--- config.mk ---
export PLATFORM = sky130hd
export DESIGN_NAME = acc_status_unit_flat
export DESIGN_NICKNAME = d
export VERILOG_FILES = /design/src/rtl/acc_status_unit_pkg.sv /design/src/rtl/acc_status_unit_if.sv /design/src/rtl/acc_status_unit_addsub.sv /design/src/rtl/acc_status_unit.sv /design/src/flat_wrapper.sv
export SDC_FILE = /design/constraint.sdc
export NUM_CORES = 1
export LEC_CHECK = 0
export CORE_MARGIN = 3
export CORE_UTILIZATION = 50
export DETAILED_ROUTE_END_ITERATION = 6
export GPL_TIMING_DRIVEN = 0
export PLACE_DENSITY = 0.8
export SETUP_SLACK_MARGIN = 0.05
export SLEW_MARGIN = 20
export SYNTH_ARGS = -nofsm -noshare
export SYNTH_HDL_FRONTEND = slang
export SYNTH_SLANG_ARGS = --single-unit
export TNS_END_PERCENT = 10
--- constraint.sdc ---
create_clock -name CLK -period 6.2 [get_ports CLK]
set_clock_uncertainty 0.05 [all_clocks]
set_input_delay 1.24 -clock CLK [delete_from_list [all_inputs] [get_ports CLK]]
set_output_delay 1.24 -clock CLK [all_outputs]
set_load 0.01 [all_outputs]
--- src/rtl/acc_status_unit_pkg.sv ---
// Shared definitions for the accumulator/status stage: widths, opcodes,
// condition codes, flag layout and FSM states.
package acc_status_unit_pkg;

  localparam int unsigned W      = 8;
  localparam int unsigned OP_W   = 3;
  localparam int unsigned CC_W   = 4;
  localparam int unsigned FLAG_W = 4;

  localparam int unsigned F_C = 3;
  localparam int unsigned F_V = 2;
  localparam int unsigned F_N = 1;
  localparam int unsigned F_Z = 0;

  typedef enum logic [OP_W-1:0] {
    OP_NOP = 3'd0,
    OP_LDA = 3'd1,
    OP_ADD = 3'd2,
    OP_SUB = 3'd3,
    OP_CMP = 3'd4,
    OP_CLF = 3'd5,
    OP_TST = 3'd6,
    OP_RSV = 3'd7
  } op_e;

  typedef enum logic [CC_W-1:0] {
    CC_EQ = 4'h0, CC_NE = 4'h1, CC_CS = 4'h2, CC_CC = 4'h3,
    CC_MI = 4'h4, CC_PL = 4'h5, CC_VS = 4'h6, CC_VC = 4'h7,
    CC_HI = 4'h8, CC_LS = 4'h9, CC_GE = 4'hA, CC_LT = 4'hB,
    CC_GT = 4'hC, CC_LE = 4'hD, CC_AL = 4'hE, CC_NV = 4'hF
  } cc_e;

  typedef enum logic [1:0] {
    ST_IDLE = 2'd0,
    ST_EXEC = 2'd1,
    ST_RESP = 2'd2
  } state_e;

  // Field order places C in bit 3 and Z in bit 0.
  typedef struct packed {
    logic c;
    logic v;
    logic n;
    logic z;
  } flags_t;

endpackage

--- src/rtl/acc_status_unit_if.sv ---
// Request/response bundle between the sequencer and the accumulator stage.
interface acc_status_unit_if;
  import acc_status_unit_pkg::*;

  logic              START;
  logic [OP_W-1:0]   OP;
  logic [W-1:0]      D;
  logic [CC_W-1:0]   CC;
  logic              BUSY;
  logic              DONE;
  logic [W-1:0]      ACC;
  logic [FLAG_W-1:0] FLAGS;
  logic              TAKEN;

  modport master (
    output START, OP, D, CC,
    input  BUSY, DONE, ACC, FLAGS, TAKEN
  );

  modport slave (
    input  START, OP, D, CC,
    output BUSY, DONE, ACC, FLAGS, TAKEN
  );

endinterface

--- src/rtl/acc_status_unit_addsub.sv ---
// 8-bit adder/subtractor (M=1 subtracts) producing C, V, N and Z.
module acc_status_unit_addsub
  import acc_status_unit_pkg::*;
(
  input  logic [W-1:0] a,
  input  logic [W-1:0] b,
  input  logic         m,
  output logic [W-1:0] s,
  output logic         c,
  output logic         v,
  output logic         n,
  output logic         z
);

  logic [W-1:0] bx;
  logic [W-1:0] lo;
  logic         c6;
  logic [1:0]   hi;

  // Split at bit 7 so the carry into the MSB is available for overflow.
  assign bx = b ^ {W{m}};
  assign lo = {1'b0, a[W-2:0]} + {1'b0, bx[W-2:0]} + W'(m);
  assign c6 = lo[W-1];
  assign hi = 2'(a[W-1]) + 2'(bx[W-1]) + 2'(c6);

  assign s = {hi[0], lo[W-2:0]};
  assign c = hi[1];
  assign v = hi[1] ^ c6;
  assign n = s[W-1];
  assign z = (s == '0);

endmodule

--- src/rtl/acc_status_unit.sv ---
// Accumulator and status-register stage: one operation per START handshake,
// writeback one cycle after acceptance, DONE pulse the cycle after that.
module acc_status_unit
  import acc_status_unit_pkg::*;
(
  input  logic CLK,
  input  logic RST,
  acc_status_unit_if.slave bus
);

  state_e       state;
  op_e          op_r;
  logic [W-1:0] d_r;
  cc_e          cc_r;
  logic [W-1:0] acc_r;
  flags_t       flags_r;
  logic         taken_r;
  logic         busy_r;
  logic         done_r;

  logic         sub_mode;
  logic [W-1:0] sum;
  logic         as_c;
  logic         as_v;
  logic         as_n;
  logic         as_z;

  assign sub_mode = (op_r == OP_SUB) || (op_r == OP_CMP);

  acc_status_unit_addsub u_addsub (
    .a (acc_r),
    .b (d_r),
    .m (sub_mode),
    .s (sum),
    .c (as_c),
    .v (as_v),
    .n (as_n),
    .z (as_z)
  );

  // Branch condition against the currently held flags.
  function automatic logic cond_eval(input cc_e cc, input flags_t f);
    logic r;
    r = 1'b0;
    case (cc)
      CC_EQ: r = f.z;
      CC_NE: r = !f.z;
      CC_CS: r = f.c;
      CC_CC: r = !f.c;
      CC_MI: r = f.n;
      CC_PL: r = !f.n;
      CC_VS: r = f.v;
      CC_VC: r = !f.v;
      CC_HI: r = f.c & !f.z;
      CC_LS: r = !f.c | f.z;
      CC_GE: r = (f.n == f.v);
      CC_LT: r = (f.n != f.v);
      CC_GT: r = !f.z & (f.n == f.v);
      CC_LE: r = f.z | (f.n != f.v);
      CC_AL: r = 1'b1;
      CC_NV: r = 1'b0;
      default: r = 1'b0;
    endcase
    return r;
  endfunction

  always_ff @(posedge CLK) begin
    if (RST) begin
      state   <= ST_IDLE;
      op_r    <= OP_NOP;
      d_r     <= '0;
      cc_r    <= CC_EQ;
      acc_r   <= '0;
      flags_r <= '0;
      taken_r <= 1'b0;
      busy_r  <= 1'b0;
      done_r  <= 1'b0;
    end else begin
      done_r <= 1'b0;
      case (state)
        ST_IDLE: begin
          if (bus.START) begin
            op_r   <= op_e'(bus.OP);
            d_r    <= bus.D;
            cc_r   <= cc_e'(bus.CC);
            busy_r <= 1'b1;
            state  <= ST_EXEC;
          end
        end
        ST_EXEC: begin
          case (op_r)
            OP_LDA: begin
              acc_r     <= d_r;
              flags_r.n <= d_r[W-1];
              flags_r.z <= (d_r == '0);
            end
            OP_ADD, OP_SUB: begin
              acc_r   <= sum;
              flags_r <= '{c: as_c, v: as_v, n: as_n, z: as_z};
            end
            OP_CMP:  flags_r <= '{c: as_c, v: as_v, n: as_n, z: as_z};
            OP_CLF:  flags_r <= '0;
            OP_TST:  taken_r <= cond_eval(cc_r, flags_r);
            default: ;
          endcase
          done_r <= 1'b1;
          state  <= ST_RESP;
        end
        ST_RESP: begin
          busy_r <= 1'b0;
          state  <= ST_IDLE;
        end
        default: begin
          busy_r <= 1'b0;
          state  <= ST_IDLE;
        end
      endcase
    end
  end

  assign bus.BUSY  = busy_r;
  assign bus.DONE  = done_r;
  assign bus.ACC   = acc_r;
  assign bus.FLAGS = flags_r;
  assign bus.TAKEN = taken_r;

endmodule

--- src/flat_wrapper.sv ---
// flat-port wrapper written by rule: the top's interface ports become plain ports
module acc_status_unit_flat import acc_status_unit_pkg::*;
  (CLK, RST, bus_START, bus_OP, bus_D, bus_CC, bus_BUSY, bus_DONE, bus_ACC, bus_FLAGS, bus_TAKEN);
  acc_status_unit_if bus_i ();
  input  logic CLK;
  input  logic RST;
  input wire logic [$bits(bus_i.START)-1:0] bus_START;
  input wire logic [$bits(bus_i.OP)-1:0] bus_OP;
  input wire logic [$bits(bus_i.D)-1:0] bus_D;
  input wire logic [$bits(bus_i.CC)-1:0] bus_CC;
  output wire logic [$bits(bus_i.BUSY)-1:0] bus_BUSY;
  output wire logic [$bits(bus_i.DONE)-1:0] bus_DONE;
  output wire logic [$bits(bus_i.ACC)-1:0] bus_ACC;
  output wire logic [$bits(bus_i.FLAGS)-1:0] bus_FLAGS;
  output wire logic [$bits(bus_i.TAKEN)-1:0] bus_TAKEN;
  assign bus_i.START = bus_START;
  assign bus_i.OP = bus_OP;
  assign bus_i.D = bus_D;
  assign bus_i.CC = bus_CC;
  assign bus_BUSY = bus_i.BUSY;
  assign bus_DONE = bus_i.DONE;
  assign bus_ACC = bus_i.ACC;
  assign bus_FLAGS = bus_i.FLAGS;
  assign bus_TAKEN = bus_i.TAKEN;
  acc_status_unit u_core (.CLK(CLK), .RST(RST), .bus(bus_i));
endmodule
Word level (Yosys, flattened, before mapping) --
Index checks and enable logic that the tools add are counted.
Word-level totals: bits of input ports 18, flip-flop bits (word level) 32
Cells by class: bitwise gates (word level) 7, reduce and logical (&&, ||, !) cells 20, muxes and demuxes 9, eq/ne operators 25, $add $sub $neg 4
Operators by type and width (number):
- equality test 4 bit, second input constant | 8
- equality test 4 x 3 -> 1 bit, second input constant | 4
- zero test 8 bit | 2
- one-hot mux 1 bit (16 select lines) | 1
- one-hot mux 8 bit (2 select lines) | 1
- AND reduction 2 bit | 6
- equality test 3 bit, second input constant | 3
- adder 7 x 7 -> 8 bit | 1
- adder 8 x 1 -> 8 bit | 1
- equality test 4 x 2 -> 1 bit, second input constant | 2
- one-hot mux 2 bit (2 select lines) | 2
- bitwise XOR 8 bit | 1
- equality test 3 x 2 -> 1 bit, second input constant | 2
- one-hot mux 2 bit (3 select lines) | 1
- equality test 4 x 1 -> 1 bit, second input constant | 1
- zero test 1 bit | 4
- zero test 4 bit | 1
- nonzero test 2 bit | 2
- equality test 3 x 1 -> 1 bit, second input constant | 1
- nonzero test 3 bit | 1
- OR reduction 3 bit | 1
- adder 1 x 1 -> 2 bit | 1
- adder 2 x 1 -> 2 bit | 1
- AND 1 bit | 2
- other kinds (13) | 15

Longest topological paths before layout --
depth after elaboration 8, gate-level depth with buffers 14, mapped depth without buffers 13

Modules after synthesis --
A second synthesis with hierarchy kept.
Second synthesis, totals: cells, all modules 220, area, all modules 1840.5 um^2
Modules (own cells, without submodules):
- acc_status_unit | area each 1382.6 um^2, cells an instance 165, times used 1
- acc_status_unit_addsub | area each 457.9 um^2, cells an instance 55, times used 1

Least setup slack after synthesis --
OpenSTA, ideal clock, no wires.
path type flip-flop to flip-flop, from register u_core.op_r[0], to register u_core.flags_r (netlist bit u_core.bus.FLAGS[0]), arrival 3.492 ns, period minus slack after synthesis 3.600 ns, stages on the path, launching flop included 15, path buffers 1, library setup time 0.058 ns, required time 6.092 ns, path slack 2.600 ns, path through dfxtp_1 > buf_6 > or3b_4 > nand2_1 > xor2_1 > ha_1 > nand2_1 > a2111oi_4 > nor4b_1 > or2_2 > fa_1 > nor3b_1 > nand3_1 > nor4_1 > a31o_2
On the way: longest elaborated chain between the ends 8, elaborated cells between the ends (all ways) 16, classes of those cells add/sub: 4; eq/ne: 5; mux: 1; bitwise: 1; reduce/logical: 5
RTL lines:
- from (decl) | line acc_status_unit.sv:12 | op_e op_r;
- from (signal assigned) | line acc_status_unit.sv:83 | op_r <= op_e'(bus.OP);
- equality test 3 x 2 -> 1 bit or equality test 3 bit (tied branches) | line acc_status_unit.sv:28, acc_status_unit.sv:91
- logical OR 1 bit | line acc_status_unit.sv:28 | assign sub_mode = (op_r == OP_SUB) || (op_r == OP_CMP);
- bitwise XOR 8 bit | line acc_status_unit_addsub.sv:21 | assign bx = b ^ {W{m}};
- adder 7 x 7 -> 8 bit | line acc_status_unit_addsub.sv:22 | assign lo = {1'b0, a[W-2:0]} + {1'b0, bx[W-2:0]} + W'(m);
- adder 8 x 1 -> 8 bit | line acc_status_unit_addsub.sv:22
- adder 2 x 1 -> 2 bit | line acc_status_unit_addsub.sv:24 | assign hi = 2'(a[W-1]) + 2'(bx[W-1]) + 2'(c6);
- zero test 8 bit | line acc_status_unit_addsub.sv:30 | assign z = (s == '0);
- one-hot mux 2 bit (3 select lines) | line acc_status_unit.sv:91 | case (op_r)
- to (signal assigned) | line acc_status_unit.sv:99 | flags_r <= '{c: as_c, v: as_v, n: as_n, z: as_z};
- to (signal assigned) | line acc_status_unit.sv:101 | OP_CMP: flags_r <= '{c: as_c, v: as_v, n: as_n, z: as_z};
- to (decl) | line acc_status_unit.sv:16 | flags_t flags_r;
Several ways; a longest one is shown, not always the timed one. A chain may end at the register's enable or synchronous reset.

Final worst setup path --
from register u_core.op_r[1], to register u_core.flags_r (netlist bit u_core.bus.FLAGS[0])
The elaborated chain is that of the path after synthesis.

==> out/qor.yml <==
sta:
  drv_slew: 0
  setup-violations-final: 0
  holdWs_ns: 0.4217
  layout_min_cycle_time_ns: 4.033
  setup-tns-final_ns: 0
  tightest_slew_ns: 0.8603
  hold_violations: 0
  final.period_utilization: 0.6504
  timing.fmax_ghz: 0.2480
  rsz0062_at_grt: "no"
  maxSlewHeadroom: 0.4220
critical_path:
  crit_top_cell: "nand2_1"
  critPathSlowestCell: "fa_1"
  reg2reg_from: "u_core.op_r[1]$_SDFFE_PP0P_"
  worstSetupPathType: "reg -> reg"
  cpPeakStageDelay_ns: 0.57
  worstPathMaxFanout: 10
  r2r_slack_ns: 2.17
  critPathTopFamily: "simple AND/OR/NAND/NOR gates"
  critPathRequiredTime_ns: 6.38
  critical_path.cell_chain: "buf_4 > or3b_4 > nand2_1 > xor2_1 > ha_1 > nand2_1 > a2111oi_4 > nor4b_1 > or2_2 > fa_1 > nor3b_1 > nand3_1 > nor4_1 > a31o_2"
  start_kind: "flip-flop"
  critPathBufInv: 1
  end_kind: "flip-flop"
  arrival_ns: 4.21
  startpoint: "u_core.op_r[1]$_SDFFE_PP0P_"
die:
  initial_utilization: 0.5291
  ios: 33
  core_sq_um: 3744
  fp.dieW_um: 68.94
  fp.dieH_um: 68.94
  dieArea_sq_um: 4753
  rows: 22
logic_synthesis:
  synth_edf_count: 0
  syn_inst: 253
  ys_seq_area_frac: 0.3234
  synthFlopType: "dfxtp_1"
  syn_nets: 281
  ys_warn_count: 0
  synth_cell_types: 44
  synth_area_sq_um: 1981
  syn_avg_cell_area_sq_um: 7.829
  synthArstFlopShare: 0
  ys_ff_latch: 32
pwr:
  leakage_nw: 0.9248
  p_per_area_nw_per_um2: 200.0
  ir_drop_mv: 0.1974
clock_tree:
  postCtsSetupRepairBufs: 0
  clk_pin_slew_ns: 0.07
  cts_sinks: 32
  htreeDepth: 2
  clk_latency_ns: 0.29
  clock-root-buffer: "clkbuf_8"
  cts_tree: "built"
  numCtsBuffers: 5
  clock_path_buffers: 2
  holdBufCountCts: 0
  cts.repair.resized: 0
min_path:
  hp-class: "reg -> reg"
  hold_start: "u_core.bus.BUSY$_SDFFE_PP0P_"
final_layout:
  n_antenna_cell: 0
  final_common_cell: "nand2_1"
  final_cell_mix: "nand2_1 (45), a21oi_1 (34), dfxtp_1 (32)"
  fin_nets: 319
  syn_to_final_growth_pct: 23.12
  drive_gt1_frac: 0.05479
routing:
  via_per_inst: 5.621
  drtAntennaViolNets: 0
  drc_errors: 0
  wl_per_cell_um: 13.96
  routed_wl_um: 4747
  drt-initial-drc-count: 118
  dr_total_vias: 1911
  first_pass_iters: 4
global_routing:
  grt_pass1_vias: 1551
  overflow: 0
  antenna_found_initial: 0
  grt_max_degree: 12
  grt_pass1_wl_um: 7617
  track_usage: 0.2171
place:
  gp_congestion: 0.9449
  numPortBuffers: 31
  dp_hpwl_um: 3594
run_status:
  status: "completed"
run:
  maxCapViolations: 0
==> cells in the mapped netlist, types with 4 or more instances <==
cell       n  share of area
or3_1      4          0.013
nand2b_1   4          0.013
a21oi_1   34          0.086
xor2_1     9          0.040
nand2_1   45          0.085
nor2b_1    7          0.022
xnor2_1    4          0.018
clkbuf_1  15          0.028
dfxtp_1   32           0.32
nor2_1    16          0.030
nor3_1     6          0.015
a31oi_1    4          0.013
nor3b_1    5          0.019
o21ai_0    7          0.018
ha_1       8          0.051
==> layer usage <==
layer / GRT usage / wire length [um]
met1: 0.3280 / 2285
met2: 0.2988 / 2096
met3: 0.04862 / 305
met4: 0.07299 / 59
met5: 0 / 0
==> path summary, 6_finish.rpt <==
| check | cells past startpoint | endpoint |
|---|---|---|
| setup reg to reg | 14 | u_core.bus.FLAGS[0]$_SDFFE_PP0P_ |
| setup / recovery | 14 | u_core.bus.FLAGS[0]$_SDFFE_PP0P_ |
| hold reg to reg | 2 | u_core.bus.BUSY$_SDFFE_PP0P_ |
| hold / removal | 2 | u_core.bus.BUSY$_SDFFE_PP0P_ |
==> state kept, by name (all words and copies together) (netlist names) <==
signal / cells
u_core.bus.ACC: 8
u_core.bus.BUSY: 1
u_core.bus.DONE: 1
u_core.bus.FLAGS: 4
u_core.bus.TAKEN: 1
u_core.cc_r: 4
u_core.d_r: 8
u_core.op_r: 3
u_core.state: 2
==> logic make-up after synthesis <==
family | synth area share
AND/OR/NAND/NOR | 0.2590
AO/OA/AOI/OAI | 0.2249
adder cells (fa/ha/maj) | 0.07075
multiplexers | 0.02085
flip-flops | 0.3234
XOR/XNOR | 0.05749
buffers and inverters | 0.04359
==> final cells by class <==
cell class,instances,area [sq um]
inverter,3,11.26
sequential,32,640.6
fill,341,1305
tap,48,60.06
multi-input combinational,201,1254
clock inverter,3,18.77
clock buffer,5,68.82
buffer,17,75.07
timing repair buffer,31,310.3
==> per-stage QoR <==
step	area [sq um]	setup slack [ns]	power, mW	cells	utilization
global route	2439	1.934	0.5135	340	0.6514
floorplan	1981	2.600	0.2976	253	-
global placement	2351	2.277	0.3300	332	0.6280
detailed placement	2351	2.247	0.3312	332	0.6280
finish	2439	2.167	0.4876	340	0.6514
CTS	2439	2.212	0.4887	340	0.6514
==> worst register-to-register path, stage by stage, from the launching register on <==
cell       delay [ns]
dfxtp_1          0.30
buf_4            0.16
or3b_4           0.41
nand2_1          0.32
xor2_1           0.17
ha_1             0.35
nand2_1          0.12
a2111oi_4        0.42
nor4b_1          0.14
or2_2            0.31
fa_1             0.57
nor3b_1          0.20
nand3_1          0.10
nor4_1           0.19
a31o_2           0.19
==> report_power, final <==
part	internal [mW]	total [mW]	switching, mW
Sequential	0.214	0.223	0.00887
Combinational	0.0472	0.105	0.0578
Clock	0.0781	0.159	0.0813
Total	0.340	0.488	0.148
Note: power is estimated with default switching activity, not from simulation.
